==> src/rtl/poly_voice_pkg.sv <==
// Shared types for the poly_voice engine: amplitude width and the
// per-voice envelope state encoding.
package poly_voice_pkg;

  localparam int AMPLITUDE_BITS = 24;
  localparam int ENV_STATE_BITS = 3;

  typedef logic [AMPLITUDE_BITS-1:0] amplitude_t;

  typedef enum logic [ENV_STATE_BITS-1:0] {
    ENV_IDLE    = 3'd0,
    ENV_ATTACK  = 3'd1,
    ENV_DECAY   = 3'd2,
    ENV_SUSTAIN = 3'd3,
    ENV_RELEASE = 3'd4
  } env_state_t;

  localparam amplitude_t AMP_MAX = '1;

  // Voices in these states respond to a note-off.
  function automatic logic is_held(input env_state_t s);
    return (s == ENV_ATTACK) || (s == ENV_DECAY) || (s == ENV_SUSTAIN);
  endfunction

endpackage

==> src/rtl/poly_voice_env_step.sv <==
// One linear ADSR envelope step (combinational). Used once per voice
// per sweep.
//
//   state   | meaning
//   --------+--------------------------------------------------------
//   IDLE    | voice free, env held at 0
//   ATTACK  | env rises by attack_rate, saturates at all-ones -> DECAY
//   DECAY   | env falls by decay_rate until <= sustain -> SUSTAIN
//   SUSTAIN | env follows the live sustain input
//   RELEASE | env falls by release_rate, reaching 0 -> IDLE
module poly_voice_env_step
  import poly_voice_pkg::*;
(
  input  logic [ENV_STATE_BITS-1:0] state_i,
  input  logic [AMPLITUDE_BITS-1:0] env_i,
  input  logic [AMPLITUDE_BITS-1:0] attack_rate,
  input  logic [AMPLITUDE_BITS-1:0] decay_rate,
  input  logic [AMPLITUDE_BITS-1:0] release_rate,
  input  logic [AMPLITUDE_BITS-1:0] sustain,
  output logic [ENV_STATE_BITS-1:0] state_o,
  output logic [AMPLITUDE_BITS-1:0] env_o
);

  logic [AMPLITUDE_BITS:0] attack_sum;
  logic [AMPLITUDE_BITS:0] decay_diff;
  env_state_t              state_cur;
  env_state_t              state_nxt;

  assign state_cur  = env_state_t'(state_i);
  assign attack_sum = {1'b0, env_i} + {1'b0, attack_rate};
  assign decay_diff = {1'b0, env_i} - {1'b0, decay_rate};
  assign state_o    = state_nxt;

  // Next envelope state and level for one sweep.
  always_comb begin
    state_nxt = state_cur;
    env_o     = env_i;
    case (state_cur)
      ENV_ATTACK: begin
        if (attack_sum >= {1'b0, AMP_MAX}) begin
          env_o     = AMP_MAX;
          state_nxt = ENV_DECAY;
        end else begin
          env_o = attack_sum[AMPLITUDE_BITS-1:0];
        end
      end
      ENV_DECAY: begin
        // Borrow out of the top bit means the step went below zero.
        if (decay_diff[AMPLITUDE_BITS] || (decay_diff[AMPLITUDE_BITS-1:0] <= sustain)) begin
          env_o     = sustain;
          state_nxt = ENV_SUSTAIN;
        end else begin
          env_o = decay_diff[AMPLITUDE_BITS-1:0];
        end
      end
      ENV_SUSTAIN: begin
        env_o = sustain;
      end
      ENV_RELEASE: begin
        if (env_i <= release_rate) begin
          env_o     = '0;
          state_nxt = ENV_IDLE;
        end else begin
          env_o = env_i - release_rate;
        end
      end
      default: begin
        state_nxt = state_cur;
        env_o     = env_i;
      end
    endcase
  end

endmodule

==> src/rtl/poly_voice.sv <==
// Time-multiplexed polyphonic sawtooth voice engine with per-voice ADSR.
// A sample_strobe starts a sweep that walks the voices one per cycle
// through a read/update, multiply, accumulate pipeline and registers the
// mixed sample at strobe + VOICES + 3.
// Build option: POLY_VOICE_SATURATE_EN selects a clamped full-scale sum
// instead of dividing the mix by the voice count.
module poly_voice
  import poly_voice_pkg::*;
#(
  parameter int VOICES     = 4,
  parameter int PHASE_BITS = 32,
  parameter int ID_BITS    = 7
) (
  input  logic                      clock,
  input  logic                      reset_n,
  input  logic                      sample_strobe,
  input  logic                      note_valid,
  output logic                      note_ready,
  input  logic                      note_on,
  input  logic [ID_BITS-1:0]        note_id,
  input  logic [PHASE_BITS-1:0]     note_inc,
  input  logic [AMPLITUDE_BITS-1:0] attack_rate,
  input  logic [AMPLITUDE_BITS-1:0] decay_rate,
  input  logic [AMPLITUDE_BITS-1:0] release_rate,
  input  logic [AMPLITUDE_BITS-1:0] sustain,
  output logic [AMPLITUDE_BITS-1:0] out,
  output logic                      out_valid,
  output logic [VOICES-1:0]         active_mask,
  output logic                      overrun
);

  localparam int VIDX_BITS = $clog2(VOICES);
  localparam int ACC_BITS  = AMPLITUDE_BITS + VIDX_BITS;
  localparam int CYC_BITS  = $clog2(VOICES + 4);

  // Sweep cycle counter: 0 = idle, k = k cycles after the strobe.
  localparam logic [CYC_BITS-1:0] CYC_ONE       = CYC_BITS'(1);
  localparam logic [CYC_BITS-1:0] CYC_RD_LAST   = CYC_BITS'(VOICES);
  localparam logic [CYC_BITS-1:0] CYC_MUL_FIRST = CYC_BITS'(2);
  localparam logic [CYC_BITS-1:0] CYC_MUL_LAST  = CYC_BITS'(VOICES + 1);
  localparam logic [CYC_BITS-1:0] CYC_ACC_FIRST = CYC_BITS'(3);
  localparam logic [CYC_BITS-1:0] CYC_ACC_LAST  = CYC_BITS'(VOICES + 2);
  localparam logic [CYC_BITS-1:0] CYC_LAST      = CYC_BITS'(VOICES + 3);

  typedef struct packed {
    env_state_t             state;
    amplitude_t             env;
    logic [PHASE_BITS-1:0]  phase;
    logic [PHASE_BITS-1:0]  inc;
    logic [ID_BITS-1:0]     id;
  } voice_t;

  voice_t                voice_q [VOICES];
  voice_t                voice_d [VOICES];
  logic [CYC_BITS-1:0]   cyc_q, cyc_d;
  logic [VIDX_BITS-1:0]  steal_q, steal_d;
  amplitude_t            s1_wave_q, s1_wave_d;
  amplitude_t            s1_env_q, s1_env_d;
  amplitude_t            prod_q, prod_d;
  logic [ACC_BITS-1:0]   acc_q, acc_d;
  amplitude_t            out_q, out_d;
  logic                  out_valid_q, out_valid_d;
  logic                  overrun_q, overrun_d;
  logic [VOICES-1:0]     active_mask_q, active_mask_d;

  logic                  rd_en, mul_en, acc_en;
  logic [VIDX_BITS-1:0]  rd_idx;
  voice_t                cur, upd;
  logic [ENV_STATE_BITS-1:0] step_state;
  amplitude_t            step_env;
  logic                  ev_accept;
  logic                  match_found, idle_found;
  logic [VIDX_BITS-1:0]  match_idx, idle_idx, alloc_idx;
  logic [ACC_BITS-1:0]   acc_sum;

  assign note_ready  = (cyc_q == '0);
  assign ev_accept   = note_valid && note_ready;
  assign rd_en       = (cyc_q >= CYC_ONE) && (cyc_q <= CYC_RD_LAST);
  assign mul_en      = (cyc_q >= CYC_MUL_FIRST) && (cyc_q <= CYC_MUL_LAST);
  assign acc_en      = (cyc_q >= CYC_ACC_FIRST) && (cyc_q <= CYC_ACC_LAST);
  assign rd_idx      = VIDX_BITS'(cyc_q - CYC_ONE);
  assign cur         = voice_q[rd_idx];
  assign alloc_idx   = idle_found ? idle_idx : steal_q;

  assign out         = out_q;
  assign out_valid   = out_valid_q;
  assign active_mask = active_mask_q;
  assign overrun     = overrun_q;

  poly_voice_env_step u_env_step (
    .state_i      (cur.state),
    .env_i        (cur.env),
    .attack_rate  (attack_rate),
    .decay_rate   (decay_rate),
    .release_rate (release_rate),
    .sustain      (sustain),
    .state_o      (step_state),
    .env_o        (step_env)
  );

  // Allocation search; scanning downward lets the lowest index win.
  always_comb begin
    match_found = 1'b0;
    match_idx   = '0;
    idle_found  = 1'b0;
    idle_idx    = '0;
    for (int i = VOICES - 1; i >= 0; i--) begin
      if ((voice_q[i].state != ENV_IDLE) && (voice_q[i].id == note_id)) begin
        match_found = 1'b1;
        match_idx   = VIDX_BITS'(i);
      end
      if (voice_q[i].state == ENV_IDLE) begin
        idle_found = 1'b1;
        idle_idx   = VIDX_BITS'(i);
      end
    end
  end

  // Read/update stage: advance envelope and phase of the voice being swept.
  always_comb begin
    upd = cur;
    if (cur.state != ENV_IDLE) begin
      upd.state = env_state_t'(step_state);
      upd.env   = step_env;
      upd.phase = cur.phase + cur.inc;
    end
    s1_wave_d = '0;
    s1_env_d  = '0;
    if (rd_en) begin
      s1_wave_d = upd.phase[PHASE_BITS-1 -: AMPLITUDE_BITS];
      s1_env_d  = (upd.state == ENV_IDLE) ? '0 : upd.env;
    end
  end

  // Voice storage next-state: note events when idle, write-back during a sweep.
  always_comb begin
    for (int i = 0; i < VOICES; i++) voice_d[i] = voice_q[i];
    steal_d = steal_q;
    if (ev_accept) begin
      if (note_on) begin
        if (match_found) begin
          voice_d[match_idx].state = ENV_ATTACK;
        end else begin
          voice_d[alloc_idx].state = ENV_ATTACK;
          voice_d[alloc_idx].env   = '0;
          voice_d[alloc_idx].phase = '0;
          voice_d[alloc_idx].inc   = note_inc;
          voice_d[alloc_idx].id    = note_id;
          if (!idle_found) steal_d = steal_q + 1'b1;
        end
      end else begin
        for (int i = 0; i < VOICES; i++) begin
          if ((voice_q[i].id == note_id) && is_held(voice_q[i].state)) begin
            voice_d[i].state = ENV_RELEASE;
          end
        end
      end
    end
    if (rd_en) voice_d[rd_idx] = upd;
    active_mask_d = '0;
    for (int i = 0; i < VOICES; i++) active_mask_d[i] = (voice_d[i].state != ENV_IDLE);
  end

  // Sweep sequencing and overrun detection.
  always_comb begin
    cyc_d     = cyc_q;
    overrun_d = overrun_q;
    if (cyc_q == '0) begin
      if (sample_strobe) cyc_d = CYC_ONE;
    end else begin
      cyc_d = (cyc_q == CYC_LAST) ? '0 : cyc_q + CYC_ONE;
      if (sample_strobe) overrun_d = 1'b1;
    end
  end

  // Multiply and accumulate stages; the last voice's sum goes straight to out.
  always_comb begin
    prod_d = '0;
    if (mul_en) begin
      prod_d = amplitude_t'(({{AMPLITUDE_BITS{1'b0}}, s1_wave_q} *
                             {{AMPLITUDE_BITS{1'b0}}, s1_env_q}) >> AMPLITUDE_BITS);
    end
    acc_sum     = ((cyc_q == CYC_ACC_FIRST) ? '0 : acc_q) + ACC_BITS'(prod_q);
    acc_d       = acc_en ? acc_sum : acc_q;
    out_d       = out_q;
    out_valid_d = 1'b0;
    if (acc_en && (cyc_q == CYC_ACC_LAST)) begin
      out_valid_d = 1'b1;
`ifdef POLY_VOICE_SATURATE_EN
      out_d = (acc_sum > ACC_BITS'(AMP_MAX)) ? AMP_MAX : amplitude_t'(acc_sum);
`else
      out_d = amplitude_t'(acc_sum >> VIDX_BITS);
`endif
    end
  end

  // State registers with synchronous active-low reset.
  always_ff @(posedge clock) begin
    if (!reset_n) begin
      for (int i = 0; i < VOICES; i++) voice_q[i] <= '0;
      cyc_q         <= '0;
      steal_q       <= '0;
      s1_wave_q     <= '0;
      s1_env_q      <= '0;
      prod_q        <= '0;
      acc_q         <= '0;
      out_q         <= '0;
      out_valid_q   <= 1'b0;
      overrun_q     <= 1'b0;
      active_mask_q <= '0;
    end else begin
      for (int i = 0; i < VOICES; i++) voice_q[i] <= voice_d[i];
      cyc_q         <= cyc_d;
      steal_q       <= steal_d;
      s1_wave_q     <= s1_wave_d;
      s1_env_q      <= s1_env_d;
      prod_q        <= prod_d;
      acc_q         <= acc_d;
      out_q         <= out_d;
      out_valid_q   <= out_valid_d;
      overrun_q     <= overrun_d;
      active_mask_q <= active_mask_d;
    end
  end

endmodule

==> config.mk <==
export PLATFORM = sky130hd
export DESIGN_NAME = poly_voice
export DESIGN_NICKNAME = d
export VERILOG_FILES = /design/src/rtl/poly_voice_pkg.sv /design/src/rtl/poly_voice_env_step.sv /design/src/rtl/poly_voice.sv
export SDC_FILE = /design/constraint.sdc
export NUM_CORES = 2
export LEC_CHECK = 0
export BUFFER_PORTS_ARGS = -buffer_cell sky130_fd_sc_hd__buf_2
export CAP_MARGIN = 20
export CELL_PAD_IN_SITES_DETAIL_PLACEMENT = 0
export CELL_PAD_IN_SITES_GLOBAL_PLACEMENT = 2
export CORE_MARGIN = 1
export CORE_UTILIZATION = 43
export DETAILED_ROUTE_END_ITERATION = 7
export PLACE_DENSITY_LB_ADDON = 0.1
export SYNTH_ARGS = -nofsm -noshare
export SYNTH_HDL_FRONTEND = slang
export SYNTH_HIERARCHICAL = 1
export SYNTH_SLANG_ARGS = --single-unit
==> constraint.sdc <==
create_clock -name clock -period 15.1 [get_ports clock]
set_input_delay 0.755 -clock clock [delete_from_list [all_inputs] [get_ports clock]]
set_output_delay 0.755 -clock clock [all_outputs]
set_load 0.005 [all_outputs]
==> results.ini <==
[die]
start_util_pct=43.4
die_y_um=342
fp-row-count=124
core_area_um2=115000
ioPinCount=171
die_area_um2=117000
die_w_um=342

[yosys]
synth-async-reset-ratio_pct=0
synth_simple_gate_area_share_pct=18.1
synth.avg_cell_area_um2=8.53
synth_compound_area_share_pct=14.6
synthesis.area_um2=49700
synth_fp_nets=6784
yosysWarnings=6
synth-seq-area-share_pct=21.1
synth_mux_area_share_pct=7.66
synth-xor-area-share_pct=2.63
synth-seq-cells=525
syn_inst=5830
synthFlopType=dfxtp_1
synth_fa_ha_area_share_pct=27.8
synthDistinctLibCells=91
synth_top_family_by_area=adder cells
synth_edf_count=0

[worst_setup_path]
cp-end-kind=flop
crit_arrival_ns=9.28
critical_path_class=flop to flop
path_common_cell=o21ai_0
slowest_delay_ns=0.64
critPathLaunchType=flop
worst_path_max_delay_cell=dfxtp_4
crit_fanout=36
crit_required_ns=15.62

[clocking]
clkTransAtPathRegs_ns=0.06
postCtsSetupRepairBufs=0
cts_tree=yes
h-tree-depth=2
clock-sinks=525
cts_buffers=57
clockBufferDepth=3
clk_latency_ns=0.67
cts_resized=0
cts_root_buffer=clkbuf_16
hold_buffers=0

[cells_and_area]
fill_cells=11400
area_growth_pct=8.44
post-route-util_pct=47.1
drive_above_1_share_pct=8.69
nets=6739
final_cell_area_um2=53900
stdcell_count=7344

[grt]
grt_pass1_wl_mm=252
grtUsageTotal_pct=27.7
gr-total-overflow=0
grt_max_degree=206
antenna_found_initial=0
grt_pass1_vias=41300

[timing]
slew_headroom_pct=21.1
finalSetupViolations=0
skew_ns=0.0864
finalCritPeriodShare_pct=58.0
hold_viol_final=0
whs_ns=0.406
rsz0062_at_grt=false
report.final.slew_viol_count=0
tns_ns=0
post-route-min-period_ns=8.76
tightest_slew_ns=1.15
worst_slack_ns=6.34
timing.fmax_mhz=114

[power_and_ir_drop]
p_total_mw=3.86
p_leak_nw=24.4
ir_drop_uv=84.8
power_density_nw_per_um2=71.7

[placement]
preCtsSetupSlack_ns=6.38
dp_cells=7238
place_hpwl_mm=112
routabilityCongestion=0.889
post_dp_cell_area_um2=51800
port_buffers=170

[detailed_routing]
wl_mm=163
wl_per_cell_um=22.2
avgViaCountPerCell=5.62
num_vias=41300
first_pass_iters=7
drc=12
drtAntennaViolNets=0
drt-initial-drc-count=2832

[hold_path]
worstHoldPathType=primary input to flop

[flow_run]
max_cap_viol_count=0

[status]
violations=DRC
outcome=complete, but fails checks

worst max-delay path, delay by kind of cell (launching register included):
family | cells | cell delay (ns)
adder cells (fa/ha/maj) | 3 | 1.18
buffers and inverters | 2 | 0.84
XOR/XNOR | 1 | 0.18
multiplexers | 1 | 0.54
AO/OA/AOI/OAI | 12 | 2.66
AND/OR/NAND/NOR | 8 | 2.59
flip-flops | 1 | 0.64
power by group:
group          switching (mW)  internal (mW)  total (mW)  leakage (nW)
sequential             0.0467           1.46        1.50          4.25
clock                   0.630          0.926        1.56          1.02
combinational           0.534          0.269       0.803          19.2
total                    1.21           2.65        3.86          24.4
area by class of cell:
cell class	count	area [um^2]	share of cell area, %
Timing Repair Buffer	256	1520	2.82
Inverter	675	2540	4.72
Sequential cell	525	10500	19.5
Tap cell	1512	1890	3.51
Clock buffer	85	1710	3.18
Multi-Input combinational cell	4270	35300	65.5
Antenna cell	1	2.50	0.00464
Clock inverter	20	393	0.729
logic make-up (layout without fill, tap and decap cells):
| group | after synthesis | count (layout) |
|---|---|---|
| and+or+nand+nor | 1958 | 1958 |
| DFF | 525 | 525 |
| xor gates and xnor gates | 149 | 149 |
| AOI/OAI and AO/OA | 1092 | 1092 |
| buffers and inverters | 1035 | 1036 |
| muxes | 257 | 257 |
| other | 0 | 1 |
| adders and majority gates | 814 | 814 |
cell usage in the layout, fill, tap and decap left out, types with 30 or more instances in the layout:
cell type	synthesis	layout
mux4_2	98	98
and2_1	301	300
nor3_1	53	51
inv_1	674	674
buf_2	47	170
nand4_1	53	53
a311oi_1	42	42
mux2i_1	155	155
o21a_1	59	59
nand3_1	107	107
nor2_1	685	685
and3_1	30	30
ha_1	328	327
a21o_1	72	72
clkbuf_16	0	57
buf_4	15	84
xnor2_1	92	91
xor2_1	57	56
a21oi_1	232	232
dfxtp_1	525	519
nor2b_1	48	47
a211oi_1	143	143
o21ai_0	147	147
a31oi_1	174	173
fa_1	486	486
nand2_1	579	574
o21ai_1	30	30
path summary, 6_finish.rpt:
path / cells past startpoint / start / endpoint / slack, ns
max reg2reg: 27 / cyc_q[0]$_SDFFE_PN0P_ / active_mask[1]$_SDFF_PN0_ / 6.34
min: 3 / note_inc[14] / voice_q[3][21]$_SDFF_PN0_ / 0.41
min reg2reg: 2 / out[12]$_SDFFE_PN0P_ / out[12]$_SDFFE_PN0P_ / 0.45
max: 27 / cyc_q[0]$_SDFFE_PN0P_ / active_mask[1]$_SDFF_PN0_ / 6.34
sequential cells by signal, indices dropped and copies added (netlist names):
signal / count
active_mask: 4
out_valid: 1
steal_q: 2
cyc_q: 3
voice_q: 392
acc_q: 26
out: 24
s1_wave_q: 24
overrun: 1
s1_env_q: 24
prod_q: 24
routing by layer:
layer | vias up | wire length [um] | GRT usage (%)
met3 | 183 | 7840 | 2.65
met4 | 0 | 3420 | 5.96
li1 | 19500 | - | -
met2 | 1111 | 76600 | 46.0
met1 | 20400 | 74800 | 39.1
met5 | - | 0 | 0
cell usage after synthesis, types with 7 or more instances:
cell type	count	area share, %
a211o_1	10	0.18
a211oi_1	143	2.2
a21boi_0	11	0.17
a21o_1	72	1.1
a21oi_1	232	2.3
a221o_1	8	0.16
a221oi_1	15	0.26
a311oi_1	42	0.74
a31o_2	8	0.14
a31oi_1	174	2.2
and2_1	301	3.8
and3_1	30	0.38
and4_1	9	0.16
buf_1	12	0.091
buf_2	47	0.47
buf_4	15	0.23
clkbuf_1	284	2.1
dfxtp_1	525	21
fa_1	486	20
ha_1	328	8.3
inv_1	674	5.1
mux2i_1	155	3.1
mux4_2	98	4.4
nand2_1	579	4.4
nand2b_1	26	0.33
nand3_1	107	1.1
nand3b_1	7	0.11
nand4_1	53	0.67
nor2_1	685	5.2
nor2b_1	48	0.60
nor3_1	53	0.53
nor3b_1	8	0.12
nor4_1	9	0.11
o2111ai_1	7	0.12
o211ai_1	23	0.35
o21a_1	59	0.89
o21ai_0	147	1.5
o21ai_1	30	0.30
o21bai_1	9	0.14
o22a_1	8	0.14
o31ai_1	15	0.23
or3_1	17	0.21
xnor2_1	92	1.6
xor2_1	57	1.0
Power figures use the tool's default switching activity.
